$ cat config.mk
export PLATFORM = sky130hd
export DESIGN_NAME = frame_writer
export DESIGN_NICKNAME = d
export VERILOG_FILES = /design/src/rtl/frame_writer.sv
export SDC_FILE = /design/constraint.sdc
export NUM_CORES = 1
export LEC_CHECK = 0
export CAP_MARGIN = 20
export CORE_MARGIN = 2
export CORE_UTILIZATION = 40
export DETAILED_ROUTE_END_ITERATION = 8
export PLACE_DENSITY = 0.77
export SYNTH_ARGS = -nofsm -noshare
export SYNTH_HDL_FRONTEND = slang
export SYNTH_SLANG_ARGS = --single-unit
$ cat constraint.sdc
create_clock -name clk_div -period 1.79 [get_ports clk_div]
set_input_delay 0.179 -clock clk_div [delete_from_list [all_inputs] [get_ports clk_div]]
set_output_delay 0.179 -clock clk_div [all_outputs]
set_load 0.005 [all_outputs]
$ cat src/rtl/frame_writer.sv
// rtl/frame_writer.sv - streams or fills one raster frame into a 12-bit frame buffer
// Write address is {x,y}; each write appears one cycle after the beat or fill step.
module frame_writer #(
  parameter int H_RES = 640,
  parameter int V_RES = 480
) (
  input  logic        clk_div,
  input  logic        rst,
  input  logic        start,
  input  logic        fill,
  input  logic [11:0] fill_color,
  input  logic [23:0] pix_data,
  input  logic        pix_valid,
  output logic        pix_ready,
  output logic [18:0] wr_addr,
  output logic [11:0] wr_data,
  output logic        wr_en,
  output logic        busy,
  output logic        done
);

  typedef enum logic [1:0] {IDLE, LOAD, FILL, DONE} state_t;

  localparam logic [9:0] X_LAST = 10'(H_RES - 1);
  localparam logic [8:0] Y_LAST = 9'(V_RES - 1);

  state_t      state;
  logic [9:0]  x;
  logic [8:0]  y;
  logic [11:0] color;

  logic        step_px;
  logic        last_px;
  logic [11:0] src_rgb;
  logic        unused_pix;

  // Only the top nibble of each 8-bit channel reaches the buffer.
  assign src_rgb    = {pix_data[23:20], pix_data[15:12], pix_data[7:4]};
  assign unused_pix = ^{pix_data[19:16], pix_data[11:8], pix_data[3:0]};

  assign pix_ready = (state == LOAD);
  assign busy      = (state == LOAD) || (state == FILL);
  assign step_px   = (state == FILL) || ((state == LOAD) && pix_valid);
  assign last_px   = (x == X_LAST) && (y == Y_LAST);

  always_ff @(posedge clk_div or posedge rst) begin
    if (rst) begin
      state   <= IDLE;
      x       <= '0;
      y       <= '0;
      color   <= '0;
      wr_en   <= 1'b0;
      wr_addr <= '0;
      wr_data <= '0;
      done    <= 1'b0;
    end else begin
      wr_en <= 1'b0;
      done  <= 1'b0;
      case (state)
        IDLE: begin
          x <= '0;
          y <= '0;
          if (start) begin
            state <= LOAD;
          end else if (fill) begin
            state <= FILL;
            color <= fill_color;
          end
        end
        LOAD, FILL: begin
          if (step_px) begin
            wr_en   <= 1'b1;
            wr_addr <= {x, y};
            wr_data <= (state == FILL) ? color : src_rgb;
            if (last_px) begin
              state <= DONE;
              done  <= 1'b1;
              x     <= '0;
              y     <= '0;
            end else if (x == X_LAST) begin
              x <= '0;
              y <= y + 9'd1;
            end else begin
              x <= x + 10'd1;
            end
          end
        end
        default: begin
          state <= IDLE;
        end
      endcase
    end
  end

endmodule

==> metrics.txt, run 1 <==
# TYPE chip_impl_metric gauge
chip_impl_metric{name="grt_use_total",unit=""} 0.1636
chip_impl_metric{name="clk_pin_slew_worst_paths",unit="ns"} 0.08
chip_impl_metric{name="ys_seq_elements",unit=""} 66
chip_impl_info{name="rsz0062_at_grt",value="true"} 1
chip_impl_metric{name="std_cell_rows",unit=""} 32
chip_impl_metric{name="synthToLayoutAreaGrowth",unit="%"} 40.54
chip_impl_metric{name="cts_h_tree_lvls",unit=""} 3
chip_impl_metric{name="finalClockSkew",unit="ns"} 0.007651
chip_impl_metric{name="register_area",unit="um^2"} 1652
chip_impl_metric{name="grt_first_pass_wirelength",unit="mm"} 10.95
chip_impl_metric{name="rr_worst_depth",unit=""} 9
chip_impl_metric{name="routed_wl",unit="mm"} 6.665
chip_impl_metric{name="drt-vias-per-instance",unit=""} 5.061
chip_impl_metric{name="drt_pre_antenna_iters",unit=""} 5
chip_impl_metric{name="worst-path-max-fanout",unit=""} 7
chip_impl_metric{name="num_vias",unit=""} 2399
chip_impl_metric{name="slew_viol_final",unit=""} 0
chip_impl_metric{name="layout-drive-gt1-share",unit=""} 0.2769
chip_impl_metric{name="numPlacedInstances",unit=""} 456
chip_impl_metric{name="cts_inserted_buffers",unit=""} 9
chip_impl_metric{name="globalplace.congestion",unit=""} 0.8559
chip_impl_info{name="tritoncts",value="yes"} 1
chip_impl_info{name="timing_worst_setup_path_type",value="reg2reg"} 1
chip_impl_metric{name="synth_warnings",unit=""} 0
chip_impl_metric{name="finalNonFillerCells",unit=""} 474
chip_impl_info{name="critical-path-slowest-cell",value="sky130_fd_sc_hd__dfrtp_1"} 1
chip_impl_metric{name="reg2reg_setup_slack",unit="ns"} 0.05
chip_impl_info{name="min_path_type",value="in2async"} 1
chip_impl_metric{name="post_synth.cell_area_avg",unit="um^2"} 11.60
chip_impl_metric{name="number_of_antenna_violations_at_the_first_check_in_global_routing",unit=""} 0
chip_impl_metric{name="worst_slew_pin_slew",unit="ns"} 0.3505
chip_impl_info{name="clock-root-buffer",value="sky130_fd_sc_hd__clkbuf_8"} 1
chip_impl_metric{name="number_of_nets_produced_by_synthesis",unit=""} 317
chip_impl_metric{name="design.core.area",unit="um^2"} 7647
chip_impl_metric{name="fill_cells",unit=""} 637
chip_impl_metric{name="initial_utilization",unit=""} 0.4097
chip_impl_metric{name="die_boundary_width",unit="um"} 92.50
chip_impl_info{name="netlist_top_cells_area",value="sky130_fd_sc_hd__dfrtp_1 (53%), sky130_fd_sc_hd__mux2_2 (10%), sky130_fd_sc_hd__mux2i_1 (4.2%)"} 1
chip_impl_info{name="critical_path.reg2reg.startpoint",value="state[0]"} 1
chip_impl_metric{name="synthArstFlopShare",unit=""} 1.000
chip_impl_info{name="post-synth-top-area-cell",value="sky130_fd_sc_hd__dfrtp_1"} 1
chip_impl_metric{name="finalNetCount",unit=""} 414
chip_impl_metric{name="timing.critical_path.arrival",unit="ns"} 1.96
chip_impl_metric{name="slew_headroom",unit=""} 0.7663
chip_impl_metric{name="maxCapViolCount",unit=""} 0
chip_impl_metric{name="clock_sinks",unit=""} 66
chip_impl_metric{name="synth_edf_count",unit=""} 0
chip_impl_metric{name="clock_latency_at_the_later_pin_of_the_worst_skew_pair",unit="ns"} 0.35
chip_impl_metric{name="synth_cells",unit=""} 270
chip_impl_info{name="reg2reg_to",value="y[5]"} 1
chip_impl_metric{name="setup_viol_count_final",unit=""} 0
chip_impl_metric{name="area_of_the_multi_input_gates",unit="um^2"} 1411
chip_impl_metric{name="setup-tns-final",unit="ns"} 0
chip_impl_metric{name="antenna_violating_nets_post_route",unit=""} 0
chip_impl_metric{name="achievable-frequency",unit="MHz"} 575.4
chip_impl_info{name="cp-end-kind",value="flop"} 1
chip_impl_metric{name="synth_cell_type_count",unit=""} 49
chip_impl_metric{name="irDropWorstVdd",unit="uV"} 681.8
chip_impl_info{name="critPathLaunchType",value="flop"} 1
chip_impl_info{name="worstSetupEndpoint",value="y[5]"} 1
chip_impl_metric{name="synthesis.area",unit="um^2"} 3133
chip_impl_metric{name="cp_data_required_time",unit="ns"} 2.01
chip_impl_info{name="status",value="completed"} 1
chip_impl_metric{name="clk_path_buf_depth",unit=""} 2
chip_impl_info{name="crit_startpoint",value="state[0]"} 1
chip_impl_info{name="crit_chain",value="inv_2 -> ha_4 -> buf_4 -> nand2_1 -> nor4_2 -> buf_4 -> a21oi_1 -> a21oi_1 -> o31ai_2"} 1
chip_impl_metric{name="finalHoldViolations",unit=""} 0
chip_impl_info{name="post_synth_most_frequent_cells",value="sky130_fd_sc_hd__dfrtp_1 (66), sky130_fd_sc_hd__nand2_1 (33), sky130_fd_sc_hd__mux2_2 (29)"} 1
chip_impl_metric{name="drcViolationCount",unit=""} 0
chip_impl_metric{name="cts.hold.buffers_added",unit=""} 0
chip_impl_metric{name="hpwl",unit="mm"} 4.851
chip_impl_metric{name="buffer_ports.inserted",unit=""} 63
chip_impl_metric{name="dieArea",unit="um^2"} 8556
chip_impl_metric{name="maximum_number_of_pins_on_one_net_before_global_route_repair",unit=""} 67
chip_impl_metric{name="first_global_vias",unit=""} 2352
chip_impl_metric{name="finalCriticalPeriod",unit="ns"} 1.738
chip_impl_metric{name="dr.first_iter.drc_count",unit=""} 147
chip_impl_metric{name="grt_remaining_overflow",unit=""} 0
chip_impl_info{name="yosys_most_used_dff",value="sky130_fd_sc_hd__dfrtp_1"} 1
chip_impl_metric{name="die_h",unit="um"} 92.50
chip_impl_info{name="library_cell_with_the_highest_instance_count_after_synthesis",value="sky130_fd_sc_hd__dfrtp_1"} 1
chip_impl_metric{name="drt-wirelength-per-cell",unit="um"} 14.06
chip_impl_metric{name="antenna_cells",unit=""} 0
chip_impl_metric{name="power_density",unit="nW/um^2"} 1223
chip_impl_metric{name="final_min_period_over_clock_period",unit=""} 0.9709
chip_impl_metric{name="synth_sequential_area_ratio",unit=""} 0.5272
chip_impl_metric{name="static-leakage-power",unit="nW"} 1.971
chip_impl_metric{name="layout.cell_area.non_filler",unit="um^2"} 4403
chip_impl_metric{name="placed_area",unit="um^2"} 4093
chip_impl_metric{name="synth_largest_type_area_fraction",unit=""} 0.5272
chip_impl_metric{name="io_pins",unit=""} 76
chip_impl_metric{name="worst_path_largest_cell_delay",unit="ns"} 0.39
## worst min-delay path by stage
stage / slack [ns] / end / cells past startpoint
floorplan: 0.32 / color[0] / 1
global route: 0.31 / wr_data[1] / 3
detailed placement: 0.48 / wr_data[8] / 2
global placement: 0.47 / wr_data[11] / 2
finish: 0.25 / wr_data[2] / 3
CTS: 0.27 / wr_data[1] / 3
## what timing repair did
| item | 4_1_cts | 5_1_grt |
|---|---|---|
| endpoints found under the setup margin | 27 | 24 |
| setup buffers | 2 | 1 |
| resized for setup | 10 | 8 |
| hold endpoints to repair | 0 | 0 |
| pin swaps | 4 | 5 |
## critical path, delay by kind of cell (launching register included)
| family | cells | cell delay [ns] |
|---|---|---|
| flops | 1 | 0.39 |
| compound gates | 3 | 0.32 |
| fa+ha+maj | 1 | 0.31 |
| simple gates | 2 | 0.23 |
| buf+inv | 3 | 0.37 |
## stage by stage
step	total power [W]	setup WS, ns	hold slack, ns	util
after floorplan	0.003071	0.01177	0.3230	-
after global placement	0.003808	-0.02475	0.4704	0.5352
after detailed placement	0.003872	-0.06356	0.4783	0.5352
after CTS	0.005399	0.01577	0.2651	0.5713
after global routing	0.005705	-0.04058	0.3149	0.5758
final	0.005383	0.05209	0.2548	0.5758
## power by group
group | total (W) | internal [W] | switching [W]
Combinational | 0.00200 | 0.00111 | 0.000886
Sequential | 0.00195 | 0.00180 | 0.000156
Clock | 0.00143 | 0.000832 | 0.000602
Total | 0.00538 | 0.00374 | 0.00164
## cells in the final DEF (no fill, tap or decap), types with 2 or more instances in the layout
cell type,n
sky130_fd_sc_hd__a21o_1,2
sky130_fd_sc_hd__xor2_1,5
sky130_fd_sc_hd__nand3_1,5
sky130_fd_sc_hd__bufinv_16,2
sky130_fd_sc_hd__a31oi_1,8
sky130_fd_sc_hd__clkdlybuf4s50_1,61
sky130_fd_sc_hd__nand2_1,33
sky130_fd_sc_hd__ha_4,3
sky130_fd_sc_hd__buf_4,30
sky130_fd_sc_hd__inv_1,4
sky130_fd_sc_hd__buf_12,3
sky130_fd_sc_hd__nand2b_1,4
sky130_fd_sc_hd__mux2i_1,13
sky130_fd_sc_hd__ha_2,2
sky130_fd_sc_hd__and4_4,2
sky130_fd_sc_hd__buf_6,3
sky130_fd_sc_hd__a21oi_1,6
sky130_fd_sc_hd__o2bb2ai_1,2
sky130_fd_sc_hd__nor2_1,13
sky130_fd_sc_hd__mux2_2,29
sky130_fd_sc_hd__inv_2,3
sky130_fd_sc_hd__nand4_1,7
sky130_fd_sc_hd__clkinv_4,2
sky130_fd_sc_hd__nor4_1,2
sky130_fd_sc_hd__dfrtp_1,66
sky130_fd_sc_hd__a22o_1,2
sky130_fd_sc_hd__a41oi_1,2
sky130_fd_sc_hd__nand3b_1,3
sky130_fd_sc_hd__clkbuf_8,10
sky130_fd_sc_hd__o21ai_1,17
## registers in the layout, summed over array words and instances, names as in the netlist
register	flops
wr_addr	19
color	12
wr_data	12
x	10
y	9
state	2
done	1
wr_en	1
## final cells by class
class                   instances  share of cell area
multi-input cells             183              0.3205
clock buffers                  11             0.03211
flip-flops and latches         66              0.3751
repair buffers                 99              0.2160
well taps                     102             0.02899
clock inverters                 5             0.01961
inverters                       8            0.007673
## metal layers
layer,GRT usage,vias to the layer above,share of wire
met3,0.04638,11,0.047
li1,-,1160,-
met5,0,-,0
met1,0.2094,1169,0.45
met2,0.2567,59,0.48
met4,0.07711,0,0.020
## cell families (layout without fill, tap and decap cells)
group                      after synthesis  count (layout)  synth area share
buffers and inverters                   21             123           0.03994
and+or+nand+nor                         81              81            0.1454
xor gates and xnor gates                 5               5           0.01398
adders and majority gates                6               6           0.02396
AOI/OAI and AO/OA                       49              49            0.1038
muxes                                   42              42            0.1458
DFF                                     66              66            0.5272
No activity file was read; power rests on OpenSTA's default activity.
==> run 2, diff against run 1 <==
--- a/config.mk
+++ b/config.mk
@@ -9,7 +9,7 @@
 export CORE_MARGIN = 2
 export CORE_UTILIZATION = 40
 export DETAILED_ROUTE_END_ITERATION = 8
-export PLACE_DENSITY = 0.77
+export PLACE_DENSITY = 0.75
 export SYNTH_ARGS = -nofsm -noshare
 export SYNTH_HDL_FRONTEND = slang
 export SYNTH_SLANG_ARGS = --single-unit
==> constraint.sdc (replaced) <==
create_clock -name clk_div -period 1.7 [get_ports clk_div]
set_input_delay 0.17 -clock clk_div [delete_from_list [all_inputs] [get_ports clk_div]]
set_output_delay 0.17 -clock clk_div [all_outputs]
set_load 0.005 [all_outputs]
==> metrics.txt, run 2 (synthesized netlist as in run 1, its figures left out) <==
# TYPE chip_impl_metric gauge
chip_impl_metric{name="first_global_vias",unit=""} 2425
chip_impl_metric{name="finalNetCount",unit=""} 432
chip_impl_info{name="rsz0062_at_grt",value="true"} 1
chip_impl_metric{name="std_cell_rows",unit=""} 32
chip_impl_metric{name="power_frac_comb",unit=""} 0.421
chip_impl_metric{name="numPlacedInstances",unit=""} 467
chip_impl_metric{name="final.hold.worst_slack",unit="ns"} 0.2517
chip_impl_metric{name="clock_sinks",unit=""} 66
chip_impl_metric{name="detailedPlace.worstSlack",unit="ns"} -0.1420
chip_impl_metric{name="rr_worst_depth",unit=""} 9
chip_impl_metric{name="finalCriticalPeriod",unit="ns"} 1.790
chip_impl_metric{name="irDropWorstVdd",unit="uV"} 685.9
chip_impl_metric{name="routed_wl",unit="mm"} 7.410
chip_impl_metric{name="worst_path_largest_cell_delay",unit="ns"} 0.40
chip_impl_metric{name="drt_pre_antenna_iters",unit=""} 4
chip_impl_metric{name="power.share.clock",unit=""} 0.240
chip_impl_info{name="timing_worst_setup_path_type",value="reg2reg"} 1
chip_impl_metric{name="antenna_cells",unit=""} 0
chip_impl_info{name="largest_registers",value="wr_addr (19), color (12), wr_data (12)"} 1
chip_impl_metric{name="setup_slack",unit="ns"} -0.08955
chip_impl_metric{name="grt_use_total",unit=""} 0.1725
chip_impl_metric{name="die_h",unit="um"} 92.50
chip_impl_metric{name="buffer_ports.inserted",unit=""} 63
chip_impl_metric{name="antenna_violating_nets_post_route",unit=""} 0
chip_impl_metric{name="worst_slew_pin_slew",unit="ns"} 0.3460
chip_impl_metric{name="cts_inserted_buffers",unit=""} 9
chip_impl_metric{name="drt-wirelength-per-cell",unit="um"} 15.09
chip_impl_metric{name="largest_register_ffs",unit=""} 19
chip_impl_metric{name="die_boundary_width",unit="um"} 92.50
chip_impl_metric{name="number_of_antenna_violations_at_the_first_check_in_global_routing",unit=""} 0
chip_impl_metric{name="dr.first_iter.drc_count",unit=""} 95
chip_impl_metric{name="clk_path_buf_depth",unit=""} 2
chip_impl_info{name="min_path_type",value="in2async"} 1
chip_impl_info{name="clock-root-buffer",value="sky130_fd_sc_hd__clkbuf_8"} 1
chip_impl_info{name="cp_common_cell",value="sky130_fd_sc_hd__buf_6"} 1
chip_impl_metric{name="initial_utilization",unit=""} 0.4097
chip_impl_metric{name="power_switching",unit="W"} 0.001893
chip_impl_metric{name="achievable-frequency",unit="MHz"} 558.8
chip_impl_metric{name="finalNonFillerCells",unit=""} 491
chip_impl_metric{name="setup-tns-final",unit="ns"} -0.7428
chip_impl_metric{name="final_min_period_over_clock_period",unit=""} 1.053
chip_impl_metric{name="finalHoldViolations",unit=""} 0
chip_impl_metric{name="drcViolationCount",unit=""} 0
chip_impl_metric{name="num_vias",unit=""} 2489
chip_impl_metric{name="placed_area",unit="um^2"} 4170
chip_impl_metric{name="power_density",unit="nW/um^2"} 1295
chip_impl_metric{name="dieArea",unit="um^2"} 8556
chip_impl_info{name="final_common_cell",value="sky130_fd_sc_hd__dfrtp_1"} 1
chip_impl_metric{name="slew_viol_final",unit=""} 0
chip_impl_metric{name="maxCapViolCount",unit=""} 0
chip_impl_metric{name="grt_remaining_overflow",unit=""} 0
chip_impl_info{name="critical-path-slowest-cell",value="sky130_fd_sc_hd__dfrtp_1"} 1
chip_impl_metric{name="slew_headroom",unit=""} 0.7693
chip_impl_metric{name="layout.cell_area.non_filler",unit="um^2"} 4686
chip_impl_metric{name="worst-path-max-fanout",unit=""} 4
chip_impl_metric{name="layout-drive-gt1-share",unit=""} 0.3393
chip_impl_info{name="registers.top_by_ff_count",value="wr_addr"} 1
chip_impl_metric{name="finalClockSkew",unit="ns"} 0.009360
chip_impl_info{name="crit_chain",value="buf_4 -> buf_6 -> ha_4 -> a21oi_4 -> buf_6 -> buf_6 -> nor4_1 -> a21o_1 -> a22o_1"} 1
chip_impl_metric{name="setup_viol_count_final",unit=""} 28
chip_impl_metric{name="grt_first_pass_wirelength",unit="mm"} 11.53
chip_impl_metric{name="hpwl",unit="mm"} 4.949
chip_impl_info{name="final_cell_mix",value="sky130_fd_sc_hd__dfrtp_1 (66), sky130_fd_sc_hd__clkdlybuf4s50_1 (61), sky130_fd_sc_hd__buf_4 (39)"} 1
chip_impl_info{name="critPathLaunchType",value="flop"} 1
chip_impl_metric{name="maximum_number_of_pins_on_one_net_before_global_route_repair",unit=""} 67
chip_impl_metric{name="static-leakage-power",unit="nW"} 2.111
chip_impl_metric{name="drt-vias-per-instance",unit=""} 5.069
chip_impl_metric{name="globalplace.congestion",unit=""} 0.8058
chip_impl_metric{name="io_pins",unit=""} 76
chip_impl_metric{name="internal-power",unit="W"} 0.004176
chip_impl_metric{name="clk_pin_slew_worst_paths",unit="ns"} 0.08
chip_impl_metric{name="proportion_of_power_drawn_by_flip_flops_and_latches",unit=""} 0.339
chip_impl_metric{name="clock_latency_at_the_later_pin_of_the_worst_skew_pair",unit="ns"} 0.35
chip_impl_metric{name="cp_data_required_time",unit="ns"} 1.93
chip_impl_metric{name="timing.critical_path.arrival",unit="ns"} 2.02
chip_impl_info{name="failed_checks",value="setup timing"} 1
chip_impl_metric{name="cts_h_tree_lvls",unit=""} 3
chip_impl_info{name="status",value="finished with violations"} 1
chip_impl_info{name="cp-end-kind",value="flop"} 1
chip_impl_metric{name="synthToLayoutAreaGrowth",unit="%"} 49.56
chip_impl_metric{name="design.core.area",unit="um^2"} 7647
chip_impl_metric{name="power.share.switching",unit=""} 0.3119
chip_impl_info{name="tritoncts",value="yes"} 1
run 2: final timing paths:
path / slack (ns) / to / startpoint
max: -0.09 / x[0] / state[0]
min: 0.25 / wr_data[0] / rst
max reg2reg: -0.09 / x[0] / state[0]
min reg2reg: 0.49 / wr_addr[15] / wr_addr[15]
max in group asynchronous: 1.16 / x[2] / rst
min in group clk_div: 0.43 / color[9] / fill_color[9]
run 2: layer usage:
metal | vias up | wire [um] | global-route usage
met3 | 9 | 250 | 0.04963
met5 | - | 0 | 0
met4 | 0 | 104 | 0.06841
li1 | 1192 | - | -
met2 | 53 | 3686 | 0.2707
met1 | 1235 | 3370 | 0.2258
run 2: area by class of cell:
type                       instances  area, um^2
multi-input combinational        183        1504
fill                             565        2962
clock inverter                     5       78.83
timing repair buffer             117        1150
clock buffer                      10       137.6
inverter                           8       36.28
tap                              102       127.6
sequential                        66        1652
run 2: through the flow:
step                  util  total power [W]
floorplan                -         0.003280
global placement    0.5453         0.004106
detailed placement  0.5453         0.004183
CTS                 0.5834         0.005774
global route        0.6127         0.006407
finish              0.6127         0.006069
run 2: power by group through the flow:
stage | Clock, W | Sequential [W] | Combinational [W]
6_report | 0.00146 | 0.00206 | 0.00255
5_1_grt | 0.00156 | 0.00210 | 0.00274
4_1_cts | 0.00148 | 0.00206 | 0.00223
3_5_place_dp | 0 | 0.00209 | 0.00210
3_3_place_gp | 0 | 0.00206 | 0.00204
2_1_floorplan | 0 | 0.00208 | 0.00120
run 2: worst max-delay path: cells and delay by family (launching register included):
family                     cells  cell delay (ns)
and+or+nand+nor                1             0.04
AOI/OAI and AO/OA              3             0.57
adders and majority gates      1             0.17
DFF                            1             0.40
buffers and inverters          4             0.50
run 2: what timing repair did:
action / in CTS / in global routing
setup endpoints to repair: 42 / 42
buffers inserted: 4 / 5
hold buffers: 0 / 0
pin swaps: 8 / 23
gates resized for setup: 17 / 34
cloned: 0 / 2
